[config.mk]
export PLATFORM = sky130hd
export DESIGN_NAME = id_ex_stage
export DESIGN_NICKNAME = d
export VERILOG_FILES = /design/src/rtl/id_ex_stage.sv
export SDC_FILE = /design/constraint.sdc
export NUM_CORES = 1
export LEC_CHECK = 0
export ABC_AREA = 1
export CAP_MARGIN = 30
export CORE_MARGIN = 8
export CORE_UTILIZATION = 36
export CTS_CLUSTER_DIAMETER = 200
export DETAILED_ROUTE_END_ITERATION = 10
export GPL_ROUTABILITY_DRIVEN = 1
export HOLD_SLACK_MARGIN = 0.15
export PLACE_DENSITY = 0.77
export SLEW_MARGIN = 10
export SYNTH_ARGS = -nofsm -noshare
export SYNTH_HDL_FRONTEND = slang
export SYNTH_SLANG_ARGS = --single-unit
[constraint.sdc]
create_clock -name clk_i -period 1.4 [get_ports clk_i]
set_clock_uncertainty 0.15 [all_clocks]
set_input_delay 0.35 -clock clk_i [delete_from_list [all_inputs] [get_ports clk_i]]
set_output_delay 0.35 -clock clk_i [all_outputs]
set_load 0.02 [all_outputs]
[src/rtl/id_ex_stage.sv]
// id_ex_stage: ID/EX pipeline register feeding the ALU.
//   Latches decoded operands and control at the end of ID, resolves the EX
//   source operands through EX/MEM and MEM/WB forwarding, drives ALU operands
//   and control in EX, and flags load-use hazards against the instruction in ID.
//
// Optional feature macro: ID_EX_FORWARD_EN
//   defined   : forwarding muxes on both EX sources; hazard_o is load-use only.
//   undefined : no forwarding; hazard_o also covers any pending register write
//               in EX, EX/MEM or MEM/WB that matches a valid ID source.
//
// Ports:
//   clk_i, rst_n_i           clock, asynchronous active-low reset
//   stall_i, flush_i         hold stage / load bubble (flush wins)
//   id_*                     decoded instruction from ID
//   exm_*, mwb_*             EX/MEM and MEM/WB write ports used for forwarding
//   data1_o, data2_o         ALU operands (combinational from stage registers)
//   alu_ctrl_o               ALU operation
//   store_data_o             forwarded rs2 value for stores
//   ex_*_o                   registered destination and control
//   hazard_o                 combinational load-use hazard
module id_ex_stage #(
  parameter int unsigned DATA_W = 32,
  parameter int unsigned REG_AW = 5,
  parameter int unsigned CTRL_W = 3
) (
  input  logic              clk_i,
  input  logic              rst_n_i,
  input  logic              stall_i,
  input  logic              flush_i,
  input  logic              id_valid_i,
  input  logic [DATA_W-1:0] id_rs1_data_i,
  input  logic [DATA_W-1:0] id_rs2_data_i,
  input  logic [DATA_W-1:0] id_imm_i,
  input  logic [REG_AW-1:0] id_rs1_addr_i,
  input  logic [REG_AW-1:0] id_rs2_addr_i,
  input  logic [REG_AW-1:0] id_rd_addr_i,
  input  logic [CTRL_W-1:0] id_alu_ctrl_i,
  input  logic              id_alu_src_i,
  input  logic              id_reg_write_i,
  input  logic              id_mem_read_i,
  input  logic              id_mem_write_i,
  input  logic              id_mem_to_reg_i,
  input  logic              exm_reg_write_i,
  input  logic [REG_AW-1:0] exm_rd_addr_i,
  input  logic [DATA_W-1:0] exm_result_i,
  input  logic              mwb_reg_write_i,
  input  logic [REG_AW-1:0] mwb_rd_addr_i,
  input  logic [DATA_W-1:0] mwb_data_i,
  output logic [DATA_W-1:0] data1_o,
  output logic [DATA_W-1:0] data2_o,
  output logic [CTRL_W-1:0] alu_ctrl_o,
  output logic [DATA_W-1:0] store_data_o,
  output logic [REG_AW-1:0] ex_rd_addr_o,
  output logic              ex_valid_o,
  output logic              ex_reg_write_o,
  output logic              ex_mem_read_o,
  output logic              ex_mem_write_o,
  output logic              ex_mem_to_reg_o,
  output logic              hazard_o
);

  // Everything latched from ID; the all-zero value is the bubble.
  typedef struct packed {
    logic              valid;
    logic              reg_write;
    logic              mem_read;
    logic              mem_write;
    logic              mem_to_reg;
    logic              alu_src;
    logic [CTRL_W-1:0] alu_ctrl;
    logic [DATA_W-1:0] rs1_data;
    logic [DATA_W-1:0] rs2_data;
    logic [DATA_W-1:0] imm;
    logic [REG_AW-1:0] rs1_addr;
    logic [REG_AW-1:0] rs2_addr;
    logic [REG_AW-1:0] rd_addr;
  } ex_regs_t;

  ex_regs_t          ex_q;
  ex_regs_t          ex_d;
  logic [DATA_W-1:0] rs1_fwd_c;
  logic [DATA_W-1:0] rs2_fwd_c;
  logic              load_use_c;

  // Next-state: flush > stall > load.
  always_comb begin : stage_next
    ex_d = ex_q;
    if (flush_i) begin
      ex_d = '0;
    end else if (!stall_i) begin
      ex_d.valid      = id_valid_i;
      ex_d.reg_write  = id_reg_write_i;
      ex_d.mem_read   = id_mem_read_i;
      ex_d.mem_write  = id_mem_write_i;
      ex_d.mem_to_reg = id_mem_to_reg_i;
      ex_d.alu_src    = id_alu_src_i;
      ex_d.alu_ctrl   = id_alu_ctrl_i;
      ex_d.rs1_data   = id_rs1_data_i;
      ex_d.rs2_data   = id_rs2_data_i;
      ex_d.imm        = id_imm_i;
      ex_d.rs1_addr   = id_rs1_addr_i;
      ex_d.rs2_addr   = id_rs2_addr_i;
      ex_d.rd_addr    = id_rd_addr_i;
    end
  end

  // Stage register.
  always_ff @(posedge clk_i or negedge rst_n_i) begin : stage_reg
    if (!rst_n_i) begin
      ex_q <= '0;
    end else begin
      ex_q <= ex_d;
    end
  end

`ifdef ID_EX_FORWARD_EN
  // Operand forwarding: EX/MEM is younger so it beats MEM/WB; x0 never forwards.
  always_comb begin : forward_mux
    rs1_fwd_c = ex_q.rs1_data;
    rs2_fwd_c = ex_q.rs2_data;
    if (exm_reg_write_i && (exm_rd_addr_i != '0) && (exm_rd_addr_i == ex_q.rs1_addr)) begin
      rs1_fwd_c = exm_result_i;
    end else if (mwb_reg_write_i && (mwb_rd_addr_i != '0) && (mwb_rd_addr_i == ex_q.rs1_addr)) begin
      rs1_fwd_c = mwb_data_i;
    end
    if (exm_reg_write_i && (exm_rd_addr_i != '0) && (exm_rd_addr_i == ex_q.rs2_addr)) begin
      rs2_fwd_c = exm_result_i;
    end else if (mwb_reg_write_i && (mwb_rd_addr_i != '0) && (mwb_rd_addr_i == ex_q.rs2_addr)) begin
      rs2_fwd_c = mwb_data_i;
    end
  end
`else
  // No forwarding: operands come straight from the latched register-file reads.
  always_comb begin : forward_mux
    rs1_fwd_c = ex_q.rs1_data;
    rs2_fwd_c = ex_q.rs2_data;
  end

  // Forwarding-only inputs and fields are intentionally ignored in this build.
  logic unused_fwd;
  assign unused_fwd = ^{exm_result_i, mwb_data_i, ex_q.rs1_addr, ex_q.rs2_addr};

  // True when a nonzero ID source has a write still pending further down the pipe.
  function automatic logic src_pending(
    input logic [REG_AW-1:0] src,
    input logic              ex_we,
    input logic [REG_AW-1:0] ex_rd,
    input logic              exm_we,
    input logic [REG_AW-1:0] exm_rd,
    input logic              mwb_we,
    input logic [REG_AW-1:0] mwb_rd
  );
    return (src != '0) && ((ex_we && (ex_rd == src)) ||
                           (exm_we && (exm_rd == src)) ||
                           (mwb_we && (mwb_rd == src)));
  endfunction
`endif

  // Hazard detection against the instruction currently in ID.
  always_comb begin : hazard_detect
    load_use_c = id_valid_i && ex_q.valid && ex_q.mem_read && (ex_q.rd_addr != '0) &&
                 ((ex_q.rd_addr == id_rs1_addr_i) || (ex_q.rd_addr == id_rs2_addr_i));
    hazard_o   = load_use_c;
`ifndef ID_EX_FORWARD_EN
    if (id_valid_i &&
        (src_pending(id_rs1_addr_i, ex_q.valid && ex_q.reg_write, ex_q.rd_addr,
                     exm_reg_write_i, exm_rd_addr_i, mwb_reg_write_i, mwb_rd_addr_i) ||
         src_pending(id_rs2_addr_i, ex_q.valid && ex_q.reg_write, ex_q.rd_addr,
                     exm_reg_write_i, exm_rd_addr_i, mwb_reg_write_i, mwb_rd_addr_i))) begin
      hazard_o = 1'b1;
    end
`endif
  end

  assign data1_o         = rs1_fwd_c;
  assign data2_o         = ex_q.alu_src ? ex_q.imm : rs2_fwd_c;
  assign store_data_o    = rs2_fwd_c;
  assign alu_ctrl_o      = ex_q.alu_ctrl;
  assign ex_rd_addr_o    = ex_q.rd_addr;
  assign ex_valid_o      = ex_q.valid;
  assign ex_reg_write_o  = ex_q.reg_write;
  assign ex_mem_read_o   = ex_q.mem_read;
  assign ex_mem_write_o  = ex_q.mem_write;
  assign ex_mem_to_reg_o = ex_q.mem_to_reg;

endmodule
## Word-level counts from Yosys, hierarchy flattened

Cells that the tools add are included.

| operators by class | value |
|---|---|
| bitwise gates (word level) | 0 |
| order comparisons | 0 |
| divide/modulo/power cells | 0 |
| multipliers | 0 |
| shift operators | 0 |
| eq/ne operators | 7 |
| mux-type cells | 4 |
| add/sub/neg operators | 0 |
| reductions and logical operators | 23 |

Operators with widths:

| kind | count |
|---|---|
| $mux W120 | 2 |
| $mux W32 | 1 |
| $eq A5 B5 Y1 | 6 |
| $reduce_bool A5 Y1 | 3 |
| $logic_and A1 B1 Y1 | 14 |
| $logic_or A1 B1 Y1 | 6 |
| $ne A2 B1 Y1 const B | 1 |
| $mux W1 | 1 |

| storage, ports and cells | value |
|---|---|
| output and inout port bits | 110 |
| memories | 0 |
| register bits | 110 |
| RAM bits | 0 |
| ROM bits | 0 |
| bits in latches | 0 |

## Depth between registers and ports, before layout

Gate-level depths: netlist (run 1).

| logic depth | value |
|---|---|
| depth after elaboration | 8 |
| gate-level depth with buffers | 12 |
| mapped depth without buffers | 12 |

## Least setup slack after synthesis (run 1)

No wires, ideal clock.

| path | value |
|---|---|
| path kind | reg2out |
| start | register ex_q[114] (netlist name) |
| end | output data2_o[12] |
| setup slack | -0.285 ns |
| path buffers | 2 |
| arrival time | 1.185 ns |
| stages on the path, launching flop included | 4 |
| cell sequence | dfrtp_1 -> buf_2 -> clkbuf_1 -> o21ai_0 |

| between the ends | value |
|---|---|
| word-level cells in the longest chain between the ends | 1 |

Ends and longest elaborated chain:

| item | RTL line | source |
|---|---|---|
| start, declared | 79 | `ex_regs_t ex_q;` |
| start signal, assigned | 110 | `ex_q <= '0;` |
| start signal, assigned | 112 | `ex_q <= ex_d;` |
| $mux W32 | 176 | `assign data2_o = ex_q.alu_src ? ex_q.imm : rs2_fwd_c;` |
| end, declared | 50 | `output logic [DATA_W-1:0] data2_o,` |

Every way passes these cells.

## Final worst setup path (run 1)

| path | value |
|---|---|
| start | register ex_q (netlist bit ex_rd_addr_o[1]) |
| end | output hazard_o |

| between the ends | value |
|---|---|
| word-level cells in the longest chain between the ends | 8 |
| elaborated cells between the ends (all ways) | 17 |
| classes of those cells | eq/ne (2); mux (1); reduce/logical (14) |

Ends and longest elaborated chain:

| item | RTL line | source |
|---|---|---|
| $eq A5 B5 Y1 | 153, 162 |  |
| $logic_and A1 B1 Y1 | 153 | `return (src != '0) && ((ex_we && (ex_rd == src)) \|\|` |
| $logic_or A1 B1 Y1 | 153 |  |
| $logic_or A1 B1 Y1 | 154 | `(exm_we && (exm_rd == src)) \|\|` |
| $logic_and A1 B1 Y1 | 153 |  |
| $logic_or A1 B1 Y1 | 167 | `exm_reg_write_i, exm_rd_addr_i, mwb_reg_write_i, mwb_rd_addr_i) \|\|` |
| $logic_and A1 B1 Y1 | 165 | `if (id_valid_i &&` |
| $mux W1 (*) | 165 |  |
| end, declared | 59 | `output logic hazard_o` |

Mark *: on every way between the ends. The rest lies on a longest branch, timed or not.

==> out/metrics.csv, run 1 <==
stage;metric;value;unit
power_and_ir_drop;p_per_area;870.3;mW/mm2
sta;hold_viol;0;
setup_path;cp.arrival;1.63;ns
yosys;yosysTopAreaCellShare;0.4633;
cts;max-clock-path-buffers;2;
yosys;ys.warnings.count;0;
drt;drt-total-wl;20480;um
power_and_ir_drop;p_leak;4.929;nW
layout;design.final.nets;1213;
layout;fin_area;0.009937;mm2
setup_path;critPathKind;reg -> out;
setup_path;worst_path_max_delay_cell;dfrtp_1;
setup_path;crit_path_max_incr_delay;0.44;ns
floorplan;die_area;0.02087;mm2
power_and_ir_drop;vdd_drop_max;563.7;uV
global_routing;grt_pass1_vias;5937;
drt;dr_total_vias;5885;
sta;max-slew-margin-rel;0.7294;
cts;clock_pin_slew_of_the_registers_on_the_worst_case_setup_and_hold_paths;0.08;ns
global_routing;grt_antenna_before_repair;1;
yosys;synth_top_cells_by_area;dfrtp_1 46%, nand3_1 12%, nand2_1 11%, buf_4 10%, o21ai_0 8.5%;
run_status;violations;negative setup slack;
yosys;per_instance_average_area_after_synthesis;7.737;um2
run_status;run_status;complete, but fails checks;
layout;areaGrowthSynthToFinish;67.24;%
drt;post-route-drc-count;0;
floorplan;number_of_placement_rows;47;
power_and_ir_drop;clkPwrFrac;0.282;
global_routing;largest_net_degree_at_the_start_of_global_routing;59;
power_and_ir_drop;p_sw;0.002669;W
floorplan;area_of_the_placeable_core;0.01635;mm2
sta;final_max_slew_viol_count;0;
cts;clock_insertion_delay_worst_skew;0.35;ns
sta;period_share;1.521;
setup_path;worstPathCellList;xor2_1 > nor2_1 > nand4_1 > nand2_1 > nand2_1 > nand2_1 > nand2_1 > nand2_2 > buf_6;
yosys;synth_nets;968;
yosys;yosysSeqAreaShare;0.4633;
layout;finalNonFillerCells;1239;
sta;postLayoutSetupSlackWorst;-0.7288;ns
layout;final_layout_size_suffix_gt1_frac;0.3104;
drt;final_antenna_net_count;0;
cts;tritoncts;yes;
global_routing;total_track_usage;0.1867;
cts;htree_levels;3;
floorplan;die_h;144.5;um
setup_path;critical_path.startpoint_type;flip-flop;
sta;achievable-frequency;469.7;MHz
drt;detail_route.vias_per_cell;4.750;
layout;filler_cell_count;1412;
sta;rsz0062_at_grt;yes;
placement;post-dp-hpwl;14340;um
global_routing;grt_first_pass_wirelength;30500;um
setup_path;worst-endpoint-required;0.90;ns
drt;drt_iter0_drc;281;
setup_path;worstSetupEndpointType;primary output;
placement;place.port_buffers;245;
power_and_ir_drop;intPower;0.005979;W
setup_path;timing.critical_path.mode_cell;nand2_1;
sta;setup_tns;-20.50;ns
floorplan;io_pins;310;
drt;wire_per_inst;16.53;um
global_routing;grt_overflow_total;0;
power_and_ir_drop;netSwitchingFraction;0.3086;
sta;finalSetupViolCount;53;
yosys;synth.lib_cells_used.distinct;19;
drt;detail_route.first_pass.iterations;4;
cts;cts_buffers;9;
yosys;synth_seq_cells;110;
yosys;syn_area;0.005942;mm2
sta;timing_worst_slew_pin_value;0.4059;ns
layout;final_util;0.6078;
placement;globalplace.congestion;0.8796;
cts;clock-sinks;110;
yosys;synthDominantAreaCellType;dfrtp_1;
placement;detailedPlace.worstSlack;-1.349;ns
setup_path;critPathMaxFanout;4;
min_path;min-delay-path-class;in -> async;
power_and_ir_drop;share_comb_of_total_power;0.305;
placement;placedInstanceArea;0.008758;mm2
placement;place_inst;1184;
floorplan;initial_utilization;0.3635;
sta;period_minus_slack;2.129;ns
layout;ff_latch_area;0.002758;mm2
yosys;gate_count_post_synth;768;
power_and_ir_drop;seq_power_share;0.413;
job;drv_cap;0;
floorplan;floorplan.die.width;144.5;um
cts;ctsRootBufferMaster;clkbuf_16;
layout;multi_input_gate_area_in_the_final_layout;0.002655;mm2
## cell usage in the layout, fill, tap and decap left out, types with 3 or more instances in the layout
| cell | netlist | layout |
|---|---|---|
| dfrtp_1 | 110 | 108 |
| nand3_1 | 146 | 146 |
| o21ai_2 | 0 | 8 |
| xor2_1 | 5 | 5 |
| dlygate4sd2_1 | 0 | 20 |
| nand2_2 | 0 | 12 |
| clkbuf_16 | 0 | 11 |
| inv_2 | 7 | 7 |
| buf_6 | 2 | 126 |
| buf_2 | 12 | 5 |
| o21ai_1 | 15 | 15 |
| nand2_1 | 179 | 147 |
| clkdlybuf4s50_1 | 0 | 112 |
| nor2_1 | 19 | 17 |
| o21ai_0 | 101 | 69 |
| o21ai_4 | 0 | 24 |
| inv_1 | 54 | 53 |
| nor3_1 | 3 | 3 |
| nand2_4 | 0 | 19 |
| clkinv_2 | 0 | 4 |
| buf_4 | 82 | 71 |
| buf_12 | 0 | 16 |
| inv_6 | 0 | 4 |
## stage by stage
step / hold slack (ns) / total power [W]
CTS: 0.2951 / 0.008576
floorplan: -0.09559 / 0.004734
global placement: 0.1135 / 0.005827
global route: 0.3142 / 0.009082
finish: 0.2904 / 0.008648
detailed placement: 0.1119 / 0.005860
## cell usage after synthesis
master      n
o21ai_1    15
nor2_1     19
buf_4      82
inv_1      54
xnor2_1     2
nand4_1     2
buf_6       2
nor3_1      3
xor2_1      5
nand3_1   146
buf_1       2
clkbuf_1   25
a21oi_2     1
buf_2      12
o21ai_0   101
o311ai_0    1
inv_2       7
dfrtp_1   110
nand2_1   179
## per-layer routing
layer / routed length (um) / track usage
met4: 762 / 0.07229
met3: 1190 / 0.04754
met5: 0 / 0
met1: 7910 / 0.2134
met2: 10610 / 0.3277
## final cells by class
| cell class | instances | area share |
|---|---|---|
| diodes | 1 | 0.0002518 |
| clock buffers | 9 | 0.02266 |
| clock inverters | 7 | 0.004659 |
| inverters | 61 | 0.02355 |
| multi-input cells | 474 | 0.2672 |
| flip-flops and latches | 110 | 0.2775 |
| well taps | 220 | 0.02770 |
| repair buffers | 357 | 0.3765 |
## power by group through the flow
stage | Sequential [W] | Clock, W | Combinational [W]
2_1_floorplan | 0.00355 | 0 | 0.00119
3_3_place_gp | 0.00356 | 0 | 0.00227
3_5_place_dp | 0.00357 | 0 | 0.00229
4_1_cts | 0.00355 | 0.00254 | 0.00249
5_1_grt | 0.00360 | 0.00266 | 0.00283
6_report | 0.00357 | 0.00244 | 0.00264
## critical path: cells and delay by family, from the launching register on
kind	cells	cell delay, ns
AND/OR/NAND/NOR	7	0.57
flip-flops	1	0.44
XOR/XNOR	1	0.18
buffers and inverters	1	0.11
## path summary, 6_finish.rpt
check / startpoint / end / slack, ns / depth (start not counted)
hold reg to reg: ex_q[44] / ex_q[44] / 0.37 / 2
min in group clk_i: stall_i / ex_valid_o / 0.37 / 4
max in group asynchronous: rst_n_i / ex_q[39] / 0.26 / 3
hold / removal: rst_n_i / store_data_o[9] / 0.29 / 2
setup reg to reg: ex_q[114] / ex_q[114] / 0.10 / 4
setup / recovery: ex_rd_addr_o[1] / hazard_o / -0.73 / 9
## state kept, by name, summed over array words and instances, names as in the netlist
name / cells
ex_mem_read_o: 1
ex_mem_to_reg_o: 1
data1_o: 32
alu_ctrl_o: 3
ex_reg_write_o: 1
ex_q: 33
ex_valid_o: 1
ex_mem_write_o: 1
store_data_o: 32
ex_rd_addr_o: 5
## repair_timing
item	in CTS	in global routing
endpoints found under the hold margin	110	0
cloned	3	2
hold buffers	1	0
setup endpoints to repair	113	108
pin swaps	10	14
buffers inserted	17	21
resized for setup	715	66
## logic make-up (layout without fill, tap and decap cells)
family | Yosys count | count (layout) | synth area share
AO/OA/AOI/OAI | 118 | 118 | 0.1007
XOR/XNOR | 7 | 7 | 0.01032
buffers and inverters | 184 | 434 | 0.1731
flip-flops | 110 | 110 | 0.4633
other | 0 | 1 | 0
AND/OR/NAND/NOR | 349 | 349 | 0.2527
No activity file was read; power rests on OpenSTA's default activity.
==> run 2, diff against run 1 <==
- CAP_MARGIN: 30 -> 20
- CORE_MARGIN: 8 -> not set
==> out/metrics.csv, run 2 (synthesized netlist as in run 1, its figures left out) <==
stage;metric;value;unit;change
run_status;run_status;complete, but fails checks;;
run_status;violations;negative setup slack;;
setup_path;reg2reg_setup_slack;0.08;ns;-0.02 ns
sta;period_minus_slack;2.154;ns;+0.02532 ns
sta;achievable-frequency;464.2;MHz;-1.2%
cts;cts_buffers;9;;unchanged
setup_path;timing.critical_path.mode_cell;nand2_1;;
setup_path;cp.arrival;1.65;ns;+0.02 ns
cts;tritoncts;yes;;
layout;design.final.nets;1211;;-0.16%
setup_path;worstSetupStartpoint;ex_rd_addr_o[1];;
setup_path;worstPathCellList;xor2_1 > nor2_1 > nand4_1 > nand2_1 > nand2_1 > nand2_1 > nand2_1 > nand2_2 > buf_6;;
drt;wire_per_inst;15.58;um;-5.7%
layout;finalNonFillerCells;1232;;-0.56%
job;drv_cap;0;;unchanged
setup_path;critical_path.startpoint_type;flip-flop;;
sta;timing_worst_slew_pin_value;0.3316;ns;-0.07436 ns
drt;drt_iter0_drc;249;;-11%
floorplan;initial_utilization;0.3714;;+0.007901
cts;clock-sinks;110;;unchanged
power_and_ir_drop;vdd_drop_max;545.1;uV;-3.3%
sta;postLayoutSetupSlackWorst;-0.7542;ns;-0.02532 ns
setup_path;critPathKind;reg -> out;;
cts;clock_pin_slew_of_the_registers_on_the_worst_case_setup_and_hold_paths;0.08;ns;about the same
global_routing;total_track_usage;0.2086;;+0.02186
floorplan;number_of_placement_rows;46;;-2.1%
drt;detail_route.vias_per_cell;4.774;;+0.50%
layout;final_layout_size_suffix_gt1_frac;0.3123;;+0.001903
placement;post-dp-hpwl;12490;um;-13%
drt;dr_total_vias;5881;;-0.068%
sta;finalSetupViolCount;58;;+9.4%
sta;max-slew-margin-rel;0.7755;;+0.04608
cts;ctsRootBufferMaster;clkbuf_16;;
layout;largest_register_ff_count;33;;unchanged
global_routing;grt_antenna_before_repair;1;;unchanged
setup_path;crit-reg2reg-launch;ex_q[114];;
floorplan;io_pins;310;;unchanged
setup_path;critPathMaxFanout;3;;-1
global_routing;grt_first_pass_wirelength;27630;um;-9.4%
setup_path;crit_path_max_incr_delay;0.43;ns;about the same
floorplan;floorplan.die.width;130.5;um;-9.7%
min_path;min-delay-path-class;in -> async;;
drt;drt-total-wl;19190;um;-6.3%
layout;regMostFlops;ex_q;;
sta;setup_tns;-20.92;ns;-0.4223 ns
cts;clock_insertion_delay_worst_skew;0.35;ns;about the same
floorplan;die_area;0.01702;mm2;-18%
sta;rsz0062_at_grt;yes;;
placement;placedInstanceArea;0.008741;mm2;-0.20%
layout;layout_common_cells;146 x nand2_1, 146 x nand3_1, 136 x buf_6;;
placement;place_inst;1175;;-0.76%
setup_path;worstSetupEndpointType;primary output;;
sta;period_share;1.539;;+0.01809
sta;worst_hold_slack;0.3163;ns;+0.02585 ns
sta;hold_viol;0;;unchanged
floorplan;die_h;130.5;um;-9.7%
power_and_ir_drop;power.total;0.008733;W;+0.98%
placement;place.port_buffers;245;;unchanged
cts;max-clock-path-buffers;2;;unchanged
sta;final_max_slew_viol_count;0;;unchanged
floorplan;area_of_the_placeable_core;0.01600;mm2;-2.1%
setup_path;worst_path_max_delay_cell;dfrtp_1;;
setup_path;worst-endpoint-required;0.90;ns;about the same
drt;final_antenna_net_count;0;;unchanged
layout;fin_area;0.01012;mm2;+1.8%
global_routing;grt_overflow_total;0;;unchanged
drt;detail_route.first_pass.iterations;5;;+1
layout;areaGrowthSynthToFinish;70.25;%;
placement;globalplace.congestion;0.9277;;+5.5%
global_routing;grt_pass1_vias;5531;;-6.8%
global_routing;largest_net_degree_at_the_start_of_global_routing;59;;unchanged
power_and_ir_drop;p_leak;4.949;nW;+0.41%
power_and_ir_drop;p_per_area;863.3;mW/mm2;-0.81%
drt;post-route-drc-count;0;;unchanged
cts;htree_levels;3;;unchanged
run 2: critical path: cells and delay by family (launching register included):
family,cells,cell delay [ns]
XOR/XNOR,1,0.17
buffers and inverters,1,0.11
flip-flops,1,0.43
AND/OR/NAND/NOR,7,0.60
run 2: layout make-up:
| class | count | area, um2 |
|---|---|---|
| tap | 216 | 270.3 |
| clock inverter | 5 | 33.78 |
| fill | 1355 | 5884 |
| clock buffer | 10 | 239.0 |
| sequential | 110 | 2759 |
| timing repair buffer | 355 | 3886 |
| inverter | 61 | 234.0 |
| antenna | 1 | 2.502 |
| multi-input combinational | 474 | 2691 |
run 2: worst paths after layout:
| check | endpoint | depth (start not counted) |
|---|---|---|
| setup reg to reg | ex_q[114] | 5 |
| hold reg to reg | ex_q[21] | 2 |
| min in group clk_i | ex_q[21] | 2 |
| max in group asynchronous | alu_ctrl_o[2] | 3 |
| setup / recovery | hazard_o | 9 |
| hold / removal | ex_q[40] | 2 |
run 2: repair_timing:
item | in CTS | in global routing
setup endpoints to repair | 110 | 123
buffers inserted | 13 | 23
cloned | 2 | 7
resized for setup | 716 | 98
pin swaps | 8 | 21
endpoints found under the hold margin | 110 | 0
hold buffers | 1 | 0
run 2: report_power, final:
group	switching, W	leakage [nW]	internal [W]	total [W]
sequential	0.000178	1.44	0.00339	0.00356
combinational	0.00129	3.38	0.00145	0.00273
clock	0.00119	0.131	0.00125	0.00244
run 2: layer usage:
| layer | part of all wire | vias up | global-route usage |
|---|---|---|---|
| li1 | - | 2902 | - |
| met1 | 0.40 | 2768 | 0.2501 |
| met2 | 0.51 | 172 | 0.3617 |
| met3 | 0.048 | 39 | 0.03990 |
| met4 | 0.033 | 0 | 0.09736 |
| met5 | 0 | - | 0 |
run 2: stage by stage:
stage | utilization | worst slack (ns)
3_5_place_dp | 0.5463 | -1.353
4_1_cts | 0.5861 | -0.7424
3_3_place_gp | 0.5463 | -1.329
6_report | 0.6322 | -0.7542
2_1_floorplan | - | -0.1777
5_1_grt | 0.6322 | -0.8521
==> run 3, diff against run 2 <==
- REMOVE_ABC_BUFFERS: not set -> 1
==> out/metrics.csv, run 3 (synthesized netlist as in run 1, its figures left out) <==
stage;metric;value;unit;change
layout;areaGrowthSynthToFinish;63.47;%;
sta;period_minus_slack;2.132;ns;-0.02189 ns
power_and_ir_drop;p_per_area;906.3;mW/mm2;+5.0%
min_path;min-delay-path-class;in -> reg;;
floorplan;die_h;130.5;um;unchanged
drt;detail_route.vias_per_cell;4.887;;+2.4%
sta;max-slew-margin-rel;0.7867;;+0.01119
run_status;run_status;complete, but fails checks;;
sta;timing_worst_slew_pin_value;0.3176;ns;-0.01399 ns
drt;wire_per_inst;15.85;um;+1.7%
layout;largest_register_ff_count;33;;unchanged
global_routing;grt_first_pass_wirelength;27820;um;+0.70%
layout;final_layout_size_suffix_gt1_frac;0.2834;;-0.02887
setup_path;timing.critical_path.mode_cell;nand2_1;;
drt;detail_route.first_pass.iterations;5;;unchanged
drt;drt_iter0_drc;256;;+2.8%
sta;final_max_slew_viol_count;0;;unchanged
layout;antenna_cells;0;;-1
floorplan;io_pins;310;;unchanged
cts;htree_levels;3;;unchanged
sta;period_share;1.523;;-0.01564
drt;dr_total_vias;5986;;+1.8%
global_routing;grt_pass1_vias;5555;;+0.43%
floorplan;die_area;0.01702;mm2;unchanged
global_routing;grt_antenna_before_repair;0;;-1
global_routing;total_track_usage;0.2107;;+0.002112
layout;most_common_cell_after_layout_fill_and_taps_aside;nand2_1;;
global_routing;grt_overflow_total;0;;unchanged
sta;hold_viol;0;;unchanged
cts;cts_buffers;9;;unchanged
drt;drt-total-wl;19420;um;+1.2%
setup_path;cp.arrival;1.63;ns;-0.02 ns
sta;worst_hold_slack;0.1850;ns;-0.1312 ns
layout;layout_common_cells;166 x nand2_1, 146 x nand3_1, 131 x buf_6;;
layout;design.final.nets;1204;;-0.58%
cts;ctsRootBufferMaster;clkbuf_16;;
sta;finalSetupViolCount;65;;+12%
sta;achievable-frequency;469.0;MHz;+1.0%
layout;regMostFlops;ex_q;;
drt;final_antenna_net_count;0;;unchanged
floorplan;area_of_the_placeable_core;0.01600;mm2;unchanged
setup_path;worst-endpoint-required;0.90;ns;about the same
setup_path;critical_path.startpoint_type;flip-flop;;
floorplan;initial_utilization;0.3714;;unchanged
setup_path;critPathKind;reg -> out;;
setup_path;worstSetupEndpointType;primary output;;
power_and_ir_drop;vdd_drop_max;501.5;uV;-8.0%
job;drv_cap;0;;unchanged
placement;post-dp-hpwl;12380;um;-0.88%
cts;clock_insertion_delay_worst_skew;0.34;ns;about the same
cts;tritoncts;yes;;
placement;place.port_buffers;245;;unchanged
setup_path;critPathMaxFanout;4;;+1
sta;postLayoutSetupSlackWorst;-0.7323;ns;+0.02189 ns
placement;globalplace.congestion;0.8081;;-13%
setup_path;worstPathCellList;xor2_1 > nor2_2 > nand3_1 > nand2_1 > o311ai_1 > nand2_1 > buf_6;;
drt;post-route-drc-count;0;;unchanged
power_and_ir_drop;p_leak;4.722;nW;-4.6%
setup_path;reg2reg_setup_slack;-0.05;ns;-0.13 ns
setup_path;worst_path_max_delay_cell;dfrtp_1;;
sta;setup_tns;-20.38;ns;+0.5337 ns
cts;clock-sinks;110;;unchanged
cts;clock_pin_slew_of_the_registers_on_the_worst_case_setup_and_hold_paths;0.08;ns;about the same
sta;rsz0062_at_grt;yes;;
global_routing;largest_net_degree_at_the_start_of_global_routing;58;;-1.7%
run_status;violations;negative setup slack;;
floorplan;floorplan.die.width;130.5;um;unchanged
setup_path;crit_path_max_incr_delay;0.43;ns;about the same
floorplan;number_of_placement_rows;46;;unchanged
cts;max-clock-path-buffers;2;;unchanged
## run 3: repair_timing
action,CTS,global route
cloned,1,8
hold buffers,2,0
pin swaps,12,17
setup buffers,9,21
setup endpoints to repair,110,136
endpoints found under the hold margin,111,0
gates resized for setup,745,100
## run 3: per-layer routing
layer  vias to the layer above  track usage  routed length [um]  part of all wire
li1                       2888            -                   -                 -
met5                         -            0                   0                 0
met1                      2830       0.2486                7570              0.39
met3                        34      0.06393                1573             0.081
met2                       234       0.3573                9781              0.50
met4                         0      0.08722                 491             0.025
## run 3: power by group
group / leakage (nW) / internal (W) / total [W] / switching [W]
logic: 3.14 / 0.00134 / 0.00256 / 0.00122
clock network: 0.147 / 0.00143 / 0.00270 / 0.00127
registers: 1.44 / 0.00338 / 0.00355 / 0.000163
total: 4.72 / 0.00615 / 0.00880 / 0.00266
## run 3: final cells by class
class	count	area, um2
multi-input combinational	474	2430
tap	216	270.3
clock buffer	10	229.0
sequential	110	2756
inverter	61	234.0
timing repair buffer	348	3716
fill	1398	6287
clock inverter	6	77.57
## run 3: critical path: cells and delay by family (launching register included)
kind	cells	cell delay, ns
AND/OR/NAND/NOR	4	0.45
buffers and inverters	1	0.12
XOR/XNOR	1	0.19
AO/OA/AOI/OAI	1	0.10
flip-flops	1	0.43
## run 3: final timing paths
check                                start              end  cells after the start
min in group asynchronous          rst_n_i      data1_o[23]                      2
min                                stall_i         ex_q[32]                      3
max in group asynchronous          rst_n_i  ex_rd_addr_o[4]                      3
max                        ex_rd_addr_o[3]         hazard_o                      7
min reg2reg                       ex_q[23]         ex_q[23]                      2
max reg2reg                      ex_q[114]        ex_q[114]                      6
## run 3: stage by stage
step	area (um2)	setup slack [ns]	power, W	utilization	cells
global route	9713	-0.8222	0.009214	0.6071	1225
CTS	9056	-0.7442	0.008566	0.5660	1202
detailed placement	8492	-1.355	0.005718	0.5307	1175
floorplan	5142	-4.703	0.004345	-	645
finish	9713	-0.7323	0.008803	0.6071	1225
global placement	8492	-1.310	0.005689	0.5307	1175
